**config.mk**
```make
export PLATFORM = sky130hd
export DESIGN_NAME = fetch_unit
export DESIGN_NICKNAME = d
export VERILOG_FILES = /design/src/rtl/mips_pkg.sv /design/src/rtl/branch_target_calc.sv /design/src/rtl/fetch_unit.sv
export SDC_FILE = /design/constraint.sdc
export NUM_CORES = 1
export LEC_CHECK = 0
export ABC_AREA = 1
export ABC_CLOCK_PERIOD_IN_PS = 2800
export CORE_MARGIN = 5
export CORE_UTILIZATION = 44
export CTS_CLUSTER_DIAMETER = 60
export DETAILED_ROUTE_END_ITERATION = 10
export GPL_TIMING_DRIVEN = 0
export PLACE_DENSITY_LB_ADDON = 0.05
export SLEW_MARGIN = 20
export SYNTH_ARGS = -nofsm -noshare
export SYNTH_HDL_FRONTEND = slang
export SYNTH_SLANG_ARGS = --single-unit
```
**constraint.sdc**
```tcl
create_clock -name clk -period 2.8 [get_ports clk]
set_clock_uncertainty 0.05 [all_clocks]
set_input_delay 0.56 -clock clk [delete_from_list [all_inputs] [get_ports clk]]
set_output_delay 0.56 -clock clk [all_outputs]
set_load 0.02 [all_outputs]
```
**src/rtl/mips_pkg.sv**
```systemverilog
// ---------------------------------------------------------------------------
// mips_pkg
// Definitions shared by the instruction fetch stage and its helper block.
//   fetch_state_e    : fetch FSM states (S_REQ waits on memory, S_HOLD
//                      presents a word to decode)
//   OPCODE_HI/LO     : bit range of the primary opcode inside a word
//   IMM_W            : width of the branch immediate field
//   DEFAULT_RESET_PC : PC loaded on reset unless the top overrides it
//   opcode_of()      : extracts the opcode field from an instruction word
// ---------------------------------------------------------------------------
package mips_pkg;

    typedef enum logic {
        S_REQ  = 1'b0,
        S_HOLD = 1'b1
    } fetch_state_e;

    localparam int OPCODE_HI = 31;
    localparam int OPCODE_LO = 26;
    localparam int OPCODE_W  = OPCODE_HI - OPCODE_LO + 1;
    localparam int IMM_W     = 16;

    localparam logic [31:0] DEFAULT_RESET_PC = 32'h0000_0000;

    function automatic logic [OPCODE_W-1:0] opcode_of(input logic [31:0] word);
        return word[OPCODE_HI:OPCODE_LO];
    endfunction

endpackage

```
**src/rtl/branch_target_calc.sv**
```systemverilog
// ---------------------------------------------------------------------------
// branch_target_calc
// Purely combinational branch target adder.
//   pc_plus4 [31:0]   in  : address of the instruction after the branch
//   imm16    [IMM_W-1:0] in : signed word offset from the instruction
//   target   [31:0]   out : pc_plus4 + (sign_extend(imm16) << 2), mod 2^32
// ---------------------------------------------------------------------------
module branch_target_calc
    import mips_pkg::*;
(
    input  logic [31:0]      pc_plus4,
    input  logic [IMM_W-1:0] imm16,
    output logic [31:0]      target
);

    logic [31:0] byte_offset;

    // Word offset becomes a byte offset: sign-extend into the upper bits and
    // append two zero bits for the shift by 2.
    assign byte_offset = {{(32 - IMM_W - 2){imm16[IMM_W-1]}}, imm16, 2'b00};

    // Carry out of bit 31 is dropped, so wrap-around is silent.
    assign target = pc_plus4 + byte_offset;

endmodule

```
**src/rtl/fetch_unit.sv**
```systemverilog
// ---------------------------------------------------------------------------
// fetch_unit
// Instruction fetch stage feeding the main control decoder. Holds the PC,
// fetches one word at a time over a req/ready handshake, and presents the
// captured word to decode until it is accepted. On acceptance the PC moves
// to pc+4, or to the branch target when branch & zero.
//   clk         in  : single clock, rising edge
//   reset       in  : synchronous, active-high
//   imem_req    out : fetch request to instruction memory
//   imem_addr   out : byte address of the requested word (= pc)
//   imem_ready  in  : memory response valid this cycle
//   imem_rdata  in  : returned instruction word
//   inst        out : captured instruction
//   opcode      out : inst[31:26]
//   inst_valid  out : inst/opcode/pc/pc_plus4 valid for decode
//   inst_accept in  : decode consumes the current instruction
//   branch      in  : branch flag for the current instruction
//   zero        in  : ALU zero flag for the current instruction
//   pc          out : address of the current instruction
//   pc_plus4    out : pc + 4
// ---------------------------------------------------------------------------
module fetch_unit
    import mips_pkg::*;
#(
    parameter logic [31:0] RESET_PC = DEFAULT_RESET_PC
) (
    input  logic                clk,
    input  logic                reset,
    output logic                imem_req,
    output logic [31:0]         imem_addr,
    input  logic                imem_ready,
    input  logic [31:0]         imem_rdata,
    output logic [31:0]         inst,
    output logic [OPCODE_W-1:0] opcode,
    output logic                inst_valid,
    input  logic                inst_accept,
    input  logic                branch,
    input  logic                zero,
    output logic [31:0]         pc,
    output logic [31:0]         pc_plus4
);

    fetch_state_e state;
    fetch_state_e next_state;

    logic [31:0] target;
    logic        capture;
    logic        advance;
    logic        taken;

    // Only one request is ever in flight, so a redirect never has a younger
    // fetch to squash.
    assign capture = (state == S_REQ)  && imem_ready;
    assign advance = (state == S_HOLD) && inst_accept;
    assign taken   = branch && zero;

    assign pc_plus4 = pc + 32'd4;
    assign opcode   = opcode_of(inst);

    branch_target_calc u_target (
        .pc_plus4 (pc_plus4),
        .imm16    (inst[IMM_W-1:0]),
        .target   (target)
    );

    // State register.
    always_ff @(posedge clk) begin
        if (reset) begin
            state <= S_REQ;
        end else begin
            state <= next_state;
        end
    end

    // Next-state logic: wait for memory, then wait for decode.
    always_comb begin
        next_state = state;
        unique case (state)
            S_REQ:   if (imem_ready)  next_state = S_HOLD;
            S_HOLD:  if (inst_accept) next_state = S_REQ;
            default: next_state = S_REQ;
        endcase
    end

    // Output decode. Reset gates the handshakes off combinationally so that
    // nothing is requested or presented during any reset cycle.
    always_comb begin
        imem_req   = 1'b0;
        inst_valid = 1'b0;
        if (!reset) begin
            imem_req   = (state == S_REQ);
            inst_valid = (state == S_HOLD);
        end
    end

    assign imem_addr = pc;

    // PC and instruction registers. A response landing in a reset cycle is
    // dropped because reset takes priority.
    always_ff @(posedge clk) begin
        if (reset) begin
            pc   <= RESET_PC;
            inst <= '0;
        end else begin
            if (capture) begin
                inst <= imem_rdata;
            end
            if (advance) begin
                pc <= taken ? target : pc_plus4;
            end
        end
    end

endmodule
```
==> results of run 1 <==
-- synthesized netlist by cell type, types with 2 or more instances --
cell type / instances
a21oi_1: 42
a21oi_2: 3
a31oi_1: 10
and2_1: 9
buf_1: 4
buf_2: 4
buf_4: 43
clkbuf_1: 14
dfxtp_1: 63
ha_1: 36
inv_1: 145
inv_2: 4
nand2_1: 290
nand2_2: 9
nand3_1: 75
nand3b_1: 4
nand4_1: 11
nor2_1: 130
nor2_2: 9
nor2_4: 2
nor2_8: 2
nor3_1: 6
o21a_1: 2
o21ai_0: 66
o21ai_1: 4
o21bai_1: 6
or2_2: 9
xnor2_1: 3
xnor2_2: 2
xor2_1: 8
-- cell usage in the layout, fill, tap and decap left out, drive strengths merged, types with 4 or more instances in the layout --
master / Yosys / layout
o21ai: 70 / 70
nand3: 77 / 77
or2: 9 / 9
buf: 51 / 72
xor2: 9 / 9
and2: 9 / 9
xnor2: 5 / 5
nor2: 143 / 143
a31oi: 10 / 10
clkbuf: 14 / 29
nand4: 11 / 11
o21bai: 7 / 7
conb: 1 / 6
nor3: 7 / 7
dfxtp: 63 / 63
inv: 149 / 149
nand2: 300 / 300
a21oi: 45 / 45
ha: 36 / 36
nand3b: 4 / 4
dlygate4sd2: 0 / 13
clkdlybuf4s50: 0 / 144
-- state kept, by name, summed over array words and instances (netlist names) --
name / flops
state: 1
inst: 32
imem_addr: 30
-- what timing repair did --
item / in CTS / in global routing
setup endpoints to repair: 48 / 39
resized for setup: 154 / 97
gates cloned: 0 / 0
pin swaps: 23 / 38
buffers inserted: 9 / 10
endpoints found under the hold margin: 0 / 0
-- power groups by stage --
stage | clock, mW | sequential, mW | combinational (mW)
final | 1.05 | 1.07 | 1.17
after global routing | 1.10 | 1.08 | 1.26
after CTS | 1.06 | 1.07 | 1.11
after detailed placement | 0 | 1.07 | 1.03
after global placement | 0 | 1.07 | 1.02
after floorplan | 0 | 1.12 | 0.526
-- routing by layer --
| layer | wire length [um] | global-route usage, % |
|---|---|---|
| met5 | 0 | 0 |
| met4 | 361 | 7.38 |
| met3 | 1820 | 5.80 |
| met2 | 10400 | 42.4 |
| met1 | 10100 | 37.2 |
-- worst register-to-register path, delay by kind of cell (launching register included) --
| kind | cells | cell delay [ns] |
|---|---|---|
| AOI/OAI and AO/OA | 1 | 0.04 |
| adders and majority gates | 1 | 0.31 |
| buffers and inverters | 2 | 0.21 |
| DFF | 1 | 0.37 |
| and+or+nand+nor | 17 | 1.84 |
-- cells by family (layout without fill, tap and decap cells) --
group                      Yosys count  in the layout  share of synthesized area, %
AOI/OAI and AO/OA                  136            136                          12.2
and+or+nand+nor                    562            562                          40.4
xor gates and xnor gates            14             14                          2.41
DFF                                 63             63                          21.0
adders and majority gates           37             37                          7.82
other                                1              6                        0.0623
buffers and inverters              214            416                          16.1
-- layout make-up --
type,count,area [sq um]
Multi-Input combinational cell,755,4620
Fill cell,1200,4150
Inverter,149,562
Buffer,65,410
Sequential cell,63,1320
Clock buffer,11,243
Tap cell,176,220
Clock inverter,5,33.8
Timing Repair Buffer,186,1800
-- stage by stage --
step	power, mW	util (%)	setup WS [ns]
floorplan	1.65	-	-0.0122
global placement	2.10	59.7	-0.580
detailed placement	2.10	59.7	-0.577
CTS	3.24	66.1	-0.135
global route	3.44	68.9	-0.251
finish	3.30	68.9	-0.113
-- path summary, 6_finish.rpt --
kind,startpoint,end,slack [ns]
min reg2reg,inst[25]$_SDFFE_PP0P_,inst[25]$_SDFFE_PP0P_,0.46
max reg2reg,imem_addr[2]$_SDFFE_PP0P_,imem_addr[31]$_SDFFE_PP0P_,-0.11
max,imem_addr[2]$_SDFFE_PP0P_,imem_addr[31]$_SDFFE_PP0P_,-0.11
min,inst[25]$_SDFFE_PP0P_,inst[25]$_SDFFE_PP0P_,0.46
==> qor.txt, run 1 <==
Clock share of power: 32.0%
Antenna diodes: 0
GRT Residual Overflow: 0
Drt pass-1 iters: 5
Worst Path Max Fanout: 6
Final instance area: 9200 sq um
Post-DP Area: 7970 sq um
CP delay by family, top: simple AND/OR/NAND/NOR gates
Power per cell area: 358 nW/um^2
Ys async rst share: 0%
Crit-path max cell delay: 0.37 ns
CP arrival: 3.10 ns
Number of global-route vias before repair: 6663
Final Max Slew Viols: 0
Hold Crit Class: reg -> reg
Fin cells: 1410
Initial antenna violation count: 0
Top-area cell type share of the netlist area: 21.0%
Part of the power in registers: 32.4%
Internal power: 2.11 mW
Yosys warning total: 0
Required time of the critical path: 2.99 ns
Clock-pin transition on the worst setup and hold timing paths: 0.06 ns
Max cap viols: 0
Lkg Pwr: 4.49 nW
Post-DP HPWL: 17.5 mm
Total global-route track usage: 26.9%
Seq cells post-synth: 63
Clock tree buffer depth: 2
Remaining antenna violation count after routing: 0
Hold path depth: 2
Period minus WS final: 2.91 ns
Synth cell types: 42
Vias per std cell: 5.09
Post-synth EDFFs: 0
Crit path kind: reg -> reg
Fmax: 343 MHz
Global-route wire length before repair: 34.6 mm
Bufs and invs on worst path: 2
Most area-consuming cells after synthesis: dfxtp_1 21%, nand2_1 18%, inv_1 9.0%, nor2_1 8.1%, ha_1 7.5%
Core box area: 13300 sq um
DRC viols: 0
Crit-path slowest cell: dfxtp_4
Synthesized area: 6010 sq um
Slew HR: 41.6%
Cell Chain, Critical Path: buf_4 -> nand3_4 -> nor2_4 -> nand2_1 -> nor2_2 -> nand2_2 -> nor2_1 -> nand2_1 -> and2_4 -> ha_4 -> nand2_2 -> nor3_4 -> nand2_2 -> inv_1 -> nand2_2 -> nand2_4 -> a21oi_4 -> nand2_1 -> nand3_2 -> nand2_1 -> nand2_1
Violated checks: negative setup slack
Die Area: 16100 sq um
Cell taking the most area after synthesis: dfxtp_1
Setup TNS: -0.649 ns
Mean area per synthesized cell: 5.86 sq um
Nets: 1304
Placed Cells: 1375
Root buf cell: clkbuf_16
CTS tree: yes
Switching share of power: 36.0%
Chip height: 127 um
CP dominant cell by count: nand2_1
Primary FF master, synth: dfxtp_1
Via count: 7180
Wire length per cell: 16.0 um
Hold buffer count at cts: 0
Status: finished, violations left
Worst-case reg-to-reg path depth: 21
Area Growth Syn to Fin: 52.9%
Least-Margin Pin Slew: 0.875 ns
Fin crit share: 104%
PortBufs: 167
Cell count after synthesis: 1027
I/O pin total: 174
Setup crit start kind: flip-flop
Largest net degree at the start of global routing: 24
Starting Density: 45.1%
RSZ-0062 raised after global routing: true
Number of cells on the critical path: 21
Worst setup slack after layout: -0.113 ns
Combinational share of power: 35.6%
Routed WL: 22.6 mm
GP Congestion: 0.904
Sink Count: 63
Drt initial violations: 572
Max H-tree Level: 3
Final setup violation count: 12
Num CTS Buffers: 9
Setup crit end kind: flip-flop
Register area share after synthesis: 21.0%
Worst-Skew Late Latency: 0.34 ns
Final hold viol count: 0
Hold WS: 0.465 ns
Psw: 1.19 mW
Row count: 42
Die X: 127 um
Layout cells sized above 1: 24.6%
Peak supply drop: 0.292 mV
No activity file was read; power rests on OpenSTA's default activity.
==> run 2: changes to the inputs <==
--- a/config.mk
+++ b/config.mk
@@ -14,3 +14,3 @@
 export GPL_TIMING_DRIVEN = 0
-export PLACE_DENSITY_LB_ADDON = 0.05
+export PLACE_DENSITY = 0.86
 export SLEW_MARGIN = 20
==> constraint.sdc (replaced) <==
create_clock -name clk -period 2.8 [get_ports clk]
set_clock_uncertainty 0.05 [all_clocks]
set_input_delay 0.42 -clock clk [delete_from_list [all_inputs] [get_ports clk]]
set_output_delay 0.42 -clock clk [all_outputs]
set_load 0.02 [all_outputs]
==> run 2 against run 1 <==
The flow still finishes with violations (negative setup slack). Via count grew 6.5%. Critical path type unchanged. Critical path depth is 6 lower. Register-to-register slack better by 0.02 ns. Cell count up 0.50%. Maximum frequency increased by 0.57%. Power about the same. Clock power about the same.
==> qor.txt, run 2 (synthesized netlist as in run 1, its figures left out) <==
Status: finished, violations left
Violated checks: negative setup slack
Most common cell after layout, fill and taps aside: nand2_1
Placed Cells: 1375
Drt initial violations: 1041
Global-route wire length before repair: 36.5 mm
Worst r2r src: imem_addr[3]$_SDFFE_PP0P_
Total global-route track usage: 27.9%
Least-Margin Pin Slew: 0.856 ns
Final hold viol count: 0
Worst setup slack after layout: -0.0963 ns
Setup crit end kind: flip-flop
Layout cells sized above 1: 23.7%
Max FFs per register: 32
Worst-case reg-to-reg path depth: 15
Remaining antenna violation count after routing: 0
RSZ-0062 raised after global routing: true
Row count: 42
Hold WS: 0.461 ns
Root buf cell: clkbuf_16
Area Growth Syn to Fin: 54.1%
Lkg Pwr: 4.49 nW
I/O pin total: 174
Register area: 1320 sq um
Fmax: 345 MHz
Most frequent cells in the layout: 254 x nand2_1, 151 x clkdlybuf4s50_1, 138 x inv_1
Max H-tree Level: 3
Layout filler cell count: 1037
Setup crit start kind: flip-flop
Clock-pin transition on the worst setup and hold timing paths: 0.06 ns
Hold Crit Class: reg -> reg
Drt pass-1 iters: 5
Reg-to-reg endpoint: imem_addr[12]$_SDFFE_PP0P_
Period minus WS final: 2.90 ns
Worst-Skew Late Latency: 0.34 ns
Multi-input gate area: 4610 sq um
Number of global-route vias before repair: 7315
Worst Setup SP: imem_addr[3]$_SDFFE_PP0P_
Crit path kind: reg -> reg
Slew HR: 42.9%
Hold buffer count at cts: 0
Internal power: 2.10 mW
Vias per std cell: 5.39
R2R Setup Slk: -0.1 ns
Sink Count: 63
CP arrival: 3.04 ns
Wire length per cell: 16.7 um
Largest net degree at the start of global routing: 24
Post-DP HPWL: 17.4 mm
Psw: 1.19 mW
Die X: 127 um
PortBufs: 167
Via count: 7644
Die Area: 16100 sq um
Fin crit share: 103%
Core box area: 13300 sq um
Clock share of power: 31.9%
Most flops, register: inst
Routed WL: 23.7 mm
Part of the power in registers: 32.4%
CTS tree: yes
Chip height: 127 um
CP Capture Point: imem_addr[12]$_SDFFE_PP0P_
Combinational share of power: 35.7%
Fin cells: 1417
Final setup violation count: 14
Power per cell area: 356 nW/um^2
Final instance area: 9270 sq um
Clock tree buffer depth: 2
Final Max Slew Viols: 0
Nets: 1311
Post-DP Area: 7970 sq um
Max cap viols: 0
DRC viols: 0
GRT Residual Overflow: 0
Peak supply drop: 0.302 mV
GP Congestion: 0.948
Setup TNS: -0.810 ns
Fin util: 69.4%
Worst Path Max Fanout: 5
Antenna diodes: 0
Switching share of power: 36.1%
Initial antenna violation count: 0
Required time of the critical path: 2.94 ns
Starting Density: 45.1%
Num CTS Buffers: 9
[run 2: worst min path at each step]
| stage | depth (start not counted) | endpoint | startpoint |
|---|---|---|---|
| 2_1_floorplan | 2 | state$_SDFF_PP0_ | state$_SDFF_PP0_ |
| 3_3_place_gp | 2 | state$_SDFF_PP0_ | state$_SDFF_PP0_ |
| 3_5_place_dp | 2 | inst[21]$_SDFFE_PP0P_ | inst[21]$_SDFFE_PP0P_ |
| 4_1_cts | 2 | inst[21]$_SDFFE_PP0P_ | inst[21]$_SDFFE_PP0P_ |
| 5_1_grt | 2 | imem_addr[17]$_SDFFE_PP0P_ | imem_addr[17]$_SDFFE_PP0P_ |
| 6_report | 2 | inst[21]$_SDFFE_PP0P_ | inst[21]$_SDFFE_PP0P_ |
[run 2: power by group through the flow]
stage	sequential, mW	combinational [mW]	clock (mW)
after floorplan	1.12	0.526	0
after global placement	1.07	1.01	0
after detailed placement	1.07	1.02	0
after CTS	1.06	1.10	1.05
after global routing	1.08	1.26	1.10
final	1.07	1.18	1.05
[run 2: critical path, cell delays in order (launching register included)]
cell     delay [ns]
dfxtp_4        0.37
ha_4           0.16
nand2_4        0.06
nor2_4         0.12
nand2_4        0.12
inv_1          0.16
a31oi_1        0.14
nor2_4         0.16
ha_4           0.23
nand2_1        0.17
inv_1          0.11
a21oi_2        0.21
nand3_2        0.17
or2_2          0.31
nand3_1        0.10
a31oi_1        0.09
[run 2: cell type report]
cell class,count,share of cell area [%]
multi-input combinational,755,49.7
timing repair buffer,193,20.2
sequential,63,14.2
inverter,149,6.04
buffer,65,4.46
clock buffer,11,2.62
tap,176,2.38
clock inverter,5,0.365
[run 2: repair_timing]
item / 4_1_cts / 5_1_grt
endpoints found under the setup margin: 45 / 30
setup buffers: 13 / 13
resized for setup: 134 / 90
pin swaps: 27 / 31
[run 2: routing by layer]
metal	global-route usage, %	part of all wire, %
met5	0	0
met3	5.63	11
met2	46.0	47
met4	12.4	4.2
met1	35.1	38
[run 2: stage by stage]
stage | total power, mW | setup WS, ns
floorplan | 1.65 | -0.0122
global placement | 2.08 | -0.459
detailed placement | 2.10 | -0.524
CTS | 3.21 | -0.0504
global route | 3.43 | -0.285
finish | 3.29 | -0.0963
